### config.mk
export PLATFORM = sky130hd
export DESIGN_NAME = riscv_dcache_ctrl
export DESIGN_NICKNAME = d
export VERILOG_FILES = /design/src/rtl/riscv_cache_pkg.sv /design/src/rtl/cache_sat_counter.sv /design/src/rtl/riscv_dcache_ctrl.sv
export SDC_FILE = /design/constraint.sdc
export NUM_CORES = 2
export LEC_CHECK = 0
export CAP_MARGIN = 20
export CORE_MARGIN = 1.5
export CORE_UTILIZATION = 26
export CTS_BUF_LIST = sky130_fd_sc_hd__clkbuf_4 sky130_fd_sc_hd__clkbuf_8 sky130_fd_sc_hd__clkbuf_16
export CTS_CLUSTER_SIZE = 14
export DETAILED_ROUTE_END_ITERATION = 7
export GPL_ROUTABILITY_DRIVEN = 0
export PLACE_DENSITY = 0.52
export SLEW_MARGIN = 20
export SYNTH_ARGS = -nofsm -noshare
export SYNTH_HDL_FRONTEND = slang
export SYNTH_HIERARCHICAL = 1
export SYNTH_MEMORY_MAX_BITS = 65536
export SYNTH_SLANG_ARGS = --single-unit
### constraint.sdc
create_clock -name CLK -period 8.8 [get_ports CLK]
set_input_delay 1.76 -clock CLK [delete_from_list [all_inputs] [get_ports CLK]]
set_output_delay 1.76 -clock CLK [all_outputs]
set_load 0.02 [all_outputs]
### src/rtl/riscv_cache_pkg.sv
// riscv_cache_pkg
//   Shared types and address-split helpers for the direct-mapped data cache.
//   - state_e      : controller states (idle, line refill, write-through)
//   - BYTE_OFF_W   : byte-offset width of a 32-bit word address
//   - word_off_w() : word-within-line field width
//   - index_w()    : line-index field width
//   - tag_w()      : tag field width (everything above index)
package riscv_cache_pkg;

  localparam int BYTE_OFF_W = 2;

  typedef enum logic [1:0] {
    ST_IDLE   = 2'd0,
    ST_REFILL = 2'd1,
    ST_WRITE  = 2'd2
  } state_e;

  function automatic int word_off_w(input int words_per_line);
    return $clog2(words_per_line);
  endfunction

  function automatic int index_w(input int lines);
    return $clog2(lines);
  endfunction

  function automatic int tag_w(input int addr_w, input int lines, input int words_per_line);
    return addr_w - BYTE_OFF_W - word_off_w(words_per_line) - index_w(lines);
  endfunction

endpackage

### src/rtl/cache_sat_counter.sv
// cache_sat_counter
//   Saturating up-counter used for cache performance statistics.
//   Ports:
//     clk     - clock
//     rst_n   - asynchronous active-low reset, clears the count
//     inc_i   - increment request for this cycle
//     count_o - current count; holds at all-ones instead of wrapping
module cache_sat_counter #(
  parameter int CNT_W = 16
) (
  input  logic             clk,
  input  logic             rst_n,
  input  logic             inc_i,
  output logic [CNT_W-1:0] count_o
);

  logic [CNT_W-1:0] count_q;

  // NOTE: sequential state uses non-blocking assignments so every flop samples pre-edge values.
  always_ff @(posedge clk or negedge rst_n) begin
    if (!rst_n) begin
      count_q <= '0;
    end else if (inc_i && (count_q != '1)) begin
      count_q <= count_q + CNT_W'(1);
    end
  end

  assign count_o = count_q;

endmodule

### src/rtl/riscv_dcache_ctrl.sv
// riscv_dcache_ctrl
//   Direct-mapped, write-through, read-allocate data-cache controller.
//   Ports:
//     CLK, RST              - clock, asynchronous active-low reset
//     cpu_rd / cpu_wr       - load / store request (store wins if both set)
//     cpu_addr, cpu_wdata   - word-aligned byte address, store data
//     cpu_flush             - invalidate every line (taken only when idle)
//     cpu_rdata, cpu_stall  - load data (valid when not stalled), core freeze
//     mem_rd_req/mem_wr_req - single-word memory read / write request
//     mem_addr, mem_wdata   - memory word address and write data
//     mem_rdata, mem_ready  - memory read data, request-completes strobe
//     hit_cnt, miss_cnt     - saturating read hit / miss counters
module riscv_dcache_ctrl
  import riscv_cache_pkg::*;
#(
  parameter int ADDR_W         = 32,
  parameter int DATA_W         = 32,
  parameter int LINES          = 32,
  parameter int WORDS_PER_LINE = 4,
  parameter int CNT_W          = 16
) (
  input  logic              CLK,
  input  logic              RST,
  input  logic              cpu_rd,
  input  logic              cpu_wr,
  input  logic [ADDR_W-1:0] cpu_addr,
  input  logic [DATA_W-1:0] cpu_wdata,
  input  logic              cpu_flush,
  output logic [DATA_W-1:0] cpu_rdata,
  output logic              cpu_stall,
  output logic              mem_rd_req,
  output logic              mem_wr_req,
  output logic [ADDR_W-1:0] mem_addr,
  output logic [DATA_W-1:0] mem_wdata,
  input  logic [DATA_W-1:0] mem_rdata,
  input  logic              mem_ready,
  output logic [CNT_W-1:0]  hit_cnt,
  output logic [CNT_W-1:0]  miss_cnt
);

  localparam int OFF_W  = word_off_w(WORDS_PER_LINE);
  localparam int IDX_W  = index_w(LINES);
  localparam int TAG_W  = tag_w(ADDR_W, LINES, WORDS_PER_LINE);
  localparam int NWORDS = LINES * WORDS_PER_LINE;

  // Address fields of the current access; the core holds them while stalled.
  logic [TAG_W-1:0] a_tag;
  logic [IDX_W-1:0] a_idx;
  logic [OFF_W-1:0] a_word;

  assign a_word = cpu_addr[BYTE_OFF_W +: OFF_W];
  assign a_idx  = cpu_addr[BYTE_OFF_W + OFF_W +: IDX_W];
  assign a_tag  = cpu_addr[ADDR_W-1 -: TAG_W];

  state_e           state_q, state_d;
  logic [OFF_W-1:0] cnt_q, cnt_d;
  logic             replay_q, replay_d;
  logic [LINES-1:0] valid_q, valid_d;

  logic [TAG_W-1:0]  tag_q  [LINES];
  logic [DATA_W-1:0] data_q [NWORDS];

  logic                   hit;
  logic [DATA_W-1:0]      hit_word;
  logic                   data_we;
  logic [IDX_W+OFF_W-1:0] data_waddr;
  logic [DATA_W-1:0]      data_wdata;
  logic                   tag_we;
  logic                   hit_inc;
  logic                   miss_inc;

  assign hit      = valid_q[a_idx] && (tag_q[a_idx] == a_tag);
  assign hit_word = data_q[{a_idx, a_word}];

  // NOTE: every signal gets a default at the top of always_comb so no path can infer a latch.
  always_comb begin
    state_d    = state_q;
    cnt_d      = cnt_q;
    replay_d   = 1'b0;
    valid_d    = valid_q;
    data_we    = 1'b0;
    data_waddr = {a_idx, a_word};
    data_wdata = cpu_wdata;
    tag_we     = 1'b0;
    hit_inc    = 1'b0;
    miss_inc   = 1'b0;
    cpu_stall  = 1'b0;
    cpu_rdata  = '0;
    mem_rd_req = 1'b0;
    mem_wr_req = 1'b0;
    mem_addr   = '0;
    mem_wdata  = '0;

    case (state_q)
      ST_IDLE: begin
        if (cpu_flush) begin
          // A coincident access is held off one cycle and re-evaluated afterwards.
          valid_d   = '0;
          cpu_stall = cpu_rd | cpu_wr;
        end else if (cpu_wr) begin
          cpu_stall = 1'b1;
          state_d   = ST_WRITE;
        end else if (cpu_rd) begin
          if (hit) begin
            cpu_rdata = hit_word;
            // The cycle right after a refill replays the missed load; it is not a new hit.
            hit_inc   = !replay_q;
          end else begin
            cpu_stall = 1'b1;
            miss_inc  = 1'b1;
            cnt_d     = '0;
            state_d   = ST_REFILL;
          end
        end
      end

      ST_REFILL: begin
        cpu_stall  = 1'b1;
        mem_rd_req = 1'b1;
        mem_addr   = {a_tag, a_idx, cnt_q, {BYTE_OFF_W{1'b0}}};
        if (mem_ready) begin
          data_we    = 1'b1;
          data_waddr = {a_idx, cnt_q};
          data_wdata = mem_rdata;
          cnt_d      = cnt_q + OFF_W'(1);
          if (cnt_q == OFF_W'(WORDS_PER_LINE - 1)) begin
            tag_we         = 1'b1;
            valid_d[a_idx] = 1'b1;
            replay_d       = 1'b1;
            state_d        = ST_IDLE;
          end
        end
      end

      ST_WRITE: begin
        mem_wr_req = 1'b1;
        mem_addr   = cpu_addr;
        mem_wdata  = cpu_wdata;
        cpu_stall  = !mem_ready;
        if (mem_ready) begin
          // Write-through, no allocate: only a resident line is updated.
          data_we = hit;
          state_d = ST_IDLE;
        end
      end

      default: state_d = ST_IDLE;
    endcase

    // Outputs and side effects are silenced for the whole time reset is held.
    if (!RST) begin
      cpu_stall  = 1'b0;
      cpu_rdata  = '0;
      mem_rd_req = 1'b0;
      mem_wr_req = 1'b0;
      mem_addr   = '0;
      mem_wdata  = '0;
      data_we    = 1'b0;
      tag_we     = 1'b0;
      hit_inc    = 1'b0;
      miss_inc   = 1'b0;
    end
  end

  always_ff @(posedge CLK or negedge RST) begin
    if (!RST) begin
      state_q  <= ST_IDLE;
      cnt_q    <= '0;
      replay_q <= 1'b0;
      valid_q  <= '0;
    end else begin
      state_q  <= state_d;
      cnt_q    <= cnt_d;
      replay_q <= replay_d;
      valid_q  <= valid_d;
    end
  end

  // NOTE: tag and data arrays are deliberately not reset; the valid bits alone qualify their contents.
  always_ff @(posedge CLK) begin
    if (data_we) data_q[data_waddr] <= data_wdata;
    if (tag_we)  tag_q[a_idx]       <= a_tag;
  end

  cache_sat_counter #(.CNT_W(CNT_W)) u_hit_cnt (
    .clk     (CLK),
    .rst_n   (RST),
    .inc_i   (hit_inc),
    .count_o (hit_cnt)
  );

  cache_sat_counter #(.CNT_W(CNT_W)) u_miss_cnt (
    .clk     (CLK),
    .rst_n   (RST),
    .inc_i   (miss_inc),
    .count_o (miss_cnt)
  );

endmodule

# == Word level (Yosys, flattened, before mapping) ==
# Memories as Yosys holds them, arrays and structs flattened.
# Cells that the tools add are included.
# totals
reg_bits,69
ram_bits,4832
input_bits,102
out_inout_bits,131
elab_cells,110
n_memories,2
# mem_list
name,words,width,read_ports,rd_ports_with_merged_regs,write_ports,line,rtl
data_q,128,32,1,0,1,riscv_dcache_ctrl.sv:61,logic [DATA_W-1:0] data_q [NWORDS];
tag_q,32,23,1,0,1,riscv_dcache_ctrl.sv:60,logic [TAG_W-1:0] tag_q [LINES];
# op_classes
n_addsub,3
order_cmp,2
n_eq_ne,16
mux,68
bitwise_logic,2
n_reduce_logical,11
# ops
cell,n
two-way mux 32 bit,14
case mux 32 bit (2 select lines),2
adder 16 x 1 -> 16 bit (second input constant),2
two-way mux 1 bit,32
!= test 16 bit (second input constant),2
bitwise OR 32 bit,1
two-way mux 2 bit,14
equality test 23 bit,1
!= test 2 bit (second input constant),8
AND reduction 6 bit,2
less-than comparator 5 x 6 -> 1 bit (second input constant),1
!= test 3 bit (second input constant),2
case mux 2 bit (3 select lines),1
binary-select mux 1 bit (select 5 bit),1
demux 1 bit (select 5 bit),1
greater-or-equal comparator 5 x 1 -> 1 bit (second input constant),1
equality test 2 bit (second input constant),2
logical AND 1 bit,4
case mux 2 bit (2 select lines),1
AND reduction 4 bit,1
case mux 1 bit (3 select lines),1
adder 2 x 1 -> 2 bit (second input constant),1
equality test 2 x 1 -> 1 bit (second input constant),1
zero test 1 bit,2
4 further kinds,4

# == Depth between registers and ports, before layout ==
# depth
depth_word,10
ltp_mapped,21
mapped_depth_nobuf,13

# == By module ==
# Netlist, hierarchy kept.
# modules_own_cells
module,instances,cells_each,area_each_um2,seq_area_each_um2
riscv_dcache_ctrl,1,8085,187665.0,146025.0
cache_sat_counter,2,72,859.6,400.4

# == Worst setup path before layout ==
# Ideal clock, no wire load.
# synth_path
path_type,input-to-reg
start,input port cpu_addr[4]
end,memory data_q[125][0] (enable)
t_arrival_ps,7928
t_required_ps,8298
slack_ps,370
stages,17
n_path_buf,8
path_cell_list,buf_2 -> buf_2 -> buf_2 -> buf_2 -> buf_2 -> buf_2 -> mux2i_1 -> o22ai_1 -> nor4_1 -> nand2_1 -> xor2_1 -> nor3_1 -> nand4_2 -> o21ba_2 -> buf_6 -> buf_6 -> nor4_1
# synth_between
elab_chain_cells,8
word_cells_on_any_way,10
cone_classes,eq/ne (1); mux (7); reduce/logical (1); memory (1)
# synth_rtl
item,line,rtl
start: declaration,riscv_dcache_ctrl.sv:26,"input logic [ADDR_W-1:0] cpu_addr,"
memory (32 x 23 bit) / binary-select mux 1 bit (select 5 bit) (equally long branches),n/a,
equality test 23 bit / two-way mux 1 bit (equally long branches),riscv_dcache_ctrl.sv:72,assign hit = valid_q[a_idx] && (tag_q[a_idx] == a_tag);
logical AND 1 bit,riscv_dcache_ctrl.sv:72,
two-way mux 1 bit,riscv_dcache_ctrl.sv:140,if (mem_ready) begin
case mux 1 bit (2 select lines),riscv_dcache_ctrl.sv:94,case (state_q)
two-way mux 1 bit,riscv_dcache_ctrl.sv:151,if (!RST) begin
two-way mux 1 bit,riscv_dcache_ctrl.sv:181,if (data_we) data_q[data_waddr] <= data_wdata;
two-way mux 1 bit (implied by the code),riscv_dcache_ctrl.sv:181,
end: declaration,riscv_dcache_ctrl.sv:61,
# Parallel ways exist; a longest one is shown, timed or not. The select of a mux whose other input is x is not followed.

# == Worst setup path after layout ==
# layout_path
start,input port cpu_addr[4]
end,output port cpu_rdata[18]
# layout_between
elab_chain_cells,9
word_cells_on_any_way,12
cone_classes,eq/ne (1); mux (8); reduce/logical (1); memory (2)
# layout_rtl
item,line,rtl
memory (32 x 23 bit) / binary-select mux 1 bit (select 5 bit) (equally long branches),n/a,
equality test 23 bit / two-way mux 1 bit (equally long branches),riscv_dcache_ctrl.sv:72,
logical AND 1 bit,riscv_dcache_ctrl.sv:72,
two-way mux 32 bit *,riscv_dcache_ctrl.sv:104,if (hit) begin
two-way mux 32 bit *,riscv_dcache_ctrl.sv:103,end else if (cpu_rd) begin
two-way mux 32 bit *,riscv_dcache_ctrl.sv:100,end else if (cpu_wr) begin
two-way mux 32 bit *,riscv_dcache_ctrl.sv:96,if (cpu_flush) begin
two-way mux 32 bit *,riscv_dcache_ctrl.sv:94,
two-way mux 32 bit *,riscv_dcache_ctrl.sv:151,
end: declaration,riscv_dcache_ctrl.sv:29,"output logic [DATA_W-1:0] cpu_rdata,"
# Every way passes the cells marked *; elsewhere a longest branch is shown, timed or not. The select of a mux whose other input is x is not followed.

==> metrics.md <==
| Metric | Value |
|---|---|
| Status | `finished, final reports clean` |
| Core area | `726000 um2` |
| Total power | `50.8 mW` |
| # placed instances | `18072` |
| Port Buf Inserts | `232` |
| Final WL | `583000 um` |
| Most common cell after layout, fill and taps aside | `edfxtp_1` |
| CP Class | `input pin to output pin` |
| Tmin final | `8.62 ns` |
| Synthesized Nets | `8338` |
| Worst EP required | `7.04 ns` |
| Synthesized instance count | `8229` |
| R2R Path End | `data_q[58][6]$_DFFE_PP_` |
| Most frequent cells in the layout | `edfxtp_1 (4832), mux4_2 (1287), clkbuf_16 (480)` |
| Worst setup SP type | `input pin` |
| Warning count from the yosys run | `6` |
| Avg Inst Size Synth | `23.0 um2` |
| Row count | `313` |
| Top Ports | `233` |
| Die Height | `856 um` |
| Final Hold Violating Endpoints | `0` |
| RSZ-0062 raised after global routing | `no` |
| Iter 0 DRT Violations | `13052` |
| First-pass GRT wire length | `792000 um` |
| Max Cap Viol | `0` |
| ANT nets after route | `0` |
| Hold slack | `0.502 ns` |
| Vias | `93955` |
| Slew @ Worst Pin | `1.19 ns` |
| Synth Cell Area | `189000 um2` |
| Clk_lat worst skew | `1.08 ns` |
| Fill cells | `69231` |
| Fmax achieved | `116 MHz` |
| DRC viols | `0` |
| Share of cells above drive strength 1 | `30.4%` |
| Largest net degree at the start of global routing | `117` |
| Total grt overflow | `0` |
| DRT Pass-1 Iters | `6` |
| Post-synth EDFFs | `4832` |
| Setup TNS | `0 ns` |
| Die area | `734000 um2` |
| Vias in the first global route | `94949` |
| Layout area overhead | `18.2%` |
| CTS resizes | `0` |
| Hold Crit Endpoint | `valid_q[0]$_DFFE_PN0P_` |
| Yosys reg bits | `4901` |
| DR WL/cell | `30.7 um` |
| Worst setup EP type | `output pin` |
| Final #Nets | `9053` |
| Clk sinks | `4901` |
| Worst clock skew | `0.146 ns` |
| Hold WC Path Type | `flip-flop to flip-flop` |
| Max VDD drop | `0.182 mV` |
| H-tree depth | `5` |
| R2r startpoint | `tag_q[1][22]$_DFFE_PP_` |
| Final Slew Violations | `0` |
| Synth Flop Type | `edfxtp_1` |
| Critical path arrival | `6.86 ns` |
| Pwr per Cell Area | `227 nW/um2` |
| DIE WIDTH | `856 um` |
| # hold bufs at CTS | `0` |
| CP Max Fanout | `57` |
| Num CTS Buffers | `477` |
| Setup violations, final | `0` |
| Slew HR | `20.0%` |
| Min-Delay Path Depth | `2` |
| Initial Util | `26.1%` |
| R2R cell count | `12` |
| Synth cell types | `77` |
| CTS tree | `done` |
| Initial antenna violation count | `44` |
| Worst-path clk slew | `0.06 ns` |
| Sequential-to-total area share from yosys stat | `77.5%` |
| Final Cycle Share | `97.9%` |
| Fin cells | `18969` |
| Clk buf depth | `4` |
| Async S/R FF share, synth | `1.41%` |
| Gr usage total | `15.3%` |
| Hold_sp | `valid_q[0]$_DFFE_PN0P_` |
| CTS Root Cell | `clkbuf_16` |
| FF-to-FF setup slack | `3.47 ns` |
| Setup bufs post-CTS | `0` |
| Hpwl dp | `336000 um` |
| Vias/cell | `4.95` |
| Static Leak | `69.1 nW` |
==> power breakdown <==
part	leakage [nW]	internal (mW)	switching, mW
Combinational	17.1	1.18	3.05
Sequential	44.4	26.4	0.0516
Clock	7.62	11.2	8.94
==> sequential cells by signal, indices dropped and copies added, names as in the netlist <==
| register | count |
|---|---|
| tag_q | 736 |
| valid_q | 32 |
| replay_q | 1 |
| u_hit_cnt/count_o | 16 |
| state_q | 2 |
| cnt_q | 2 |
| u_miss_cnt/count_o | 16 |
| data_q | 4096 |
==> layer usage <==
metal  global-route usage (%)  up-vias  share of wire, %
met2                     25.0     4301                48
li1                         -    36926                 -
met4                     3.97        4               2.8
met5                        0        -            0.0041
met3                     2.77      729               8.2
met1                     21.1    51995                41
==> cells in the mapped netlist, drive strengths merged (5+ instances only) <==
cell	number	area share, %
ha	7	0.046
a2111oi	7	0.046
dfrtp	69	0.91
and4	8	0.041
nor3	45	0.12
a21oi	64	0.17
and3	51	0.17
nor2b	10	0.033
a211oi	17	0.067
edfxtp	4832	77
o21ai	38	0.10
nand4bb	5	0.030
mux2	62	0.37
nand2b	7	0.023
mux2i	401	2.1
mux4	1287	15
o221ai	9	0.042
nor2	133	0.27
nand3	30	0.092
or4	8	0.032
xnor2	10	0.046
inv	7	0.014
xor2	9	0.042
a31oi	21	0.069
clkbuf	269	0.53
nor4	163	0.68
nand4	27	0.11
o22ai	214	0.71
buf	213	0.56
o21a	10	0.040
and2	31	0.10
nand2	109	0.22
==> worst max-delay path by stage <==
stage	slack, ns	to	cells after the start	startpoint
after floorplan	0.37	data_q[125][0]$_DFFE_PP_	17	cpu_addr[4]
after global placement	-0.24	cpu_rdata[18]	13	cpu_addr[4]
after detailed placement	0.22	cpu_rdata[28]	14	cpu_addr[8]
after CTS	0.20	cpu_rdata[28]	14	cpu_addr[8]
after global routing	0.15	cpu_rdata[28]	14	cpu_addr[8]
final	0.18	cpu_rdata[18]	13	cpu_addr[4]
==> cell type report <==
cell class / instances / area [um2] / area share, %
sequential: 4901 / 147000 / 65.6
multi-input combinational: 2837 / 41800 / 18.7
clock buffer: 589 / 12900 / 5.75
tap: 9607 / 12000 / 5.37
timing repair buffer: 718 / 7830 / 3.50
clock inverter: 295 / 2470 / 1.10
inverter: 9 / 41.3 / 0.0184
antenna: 13 / 32.5 / 0.0145
==> kinds of logic after synthesis <==
| kind of cell | Yosys count | synth area share, % |
|---|---|---|
| XOR/XNOR | 19 | 0.0879 |
| AND/OR/NAND/NOR | 644 | 2.01 |
| buffers and inverters | 491 | 1.11 |
| flip-flops | 4901 | 77.5 |
| multiplexers | 1750 | 17.8 |
| AO/OA/AOI/OAI | 417 | 1.43 |
| adder cells (fa/ha/maj) | 7 | 0.0462 |
==> through the flow <==
stage / instance area (um2) / setup slack (ns) / util [%]
2_1_floorplan: 189000 / 0.370 / -
3_3_place_gp: 208000 / -0.239 / 28.7
3_5_place_dp: 208000 / 0.216 / 28.7
4_1_cts: 224000 / 0.197 / 30.8
5_1_grt: 224000 / 0.149 / 30.8
6_report: 224000 / 0.182 / 30.8
==> critical path, cell delays in order <==
cell and delay, ns:
buf_8 0.27, buf_12 0.28, buf_12 0.19, buf_4 0.18, inv_8 0.59, buf_4 0.50, mux4_2 0.64, mux2i_2 0.65
a21oi_1 0.36, o21ai_1 0.61, a211oi_1 0.27, buf_4 0.24, buf_12 0.12
Power figures use the tool's default switching activity.
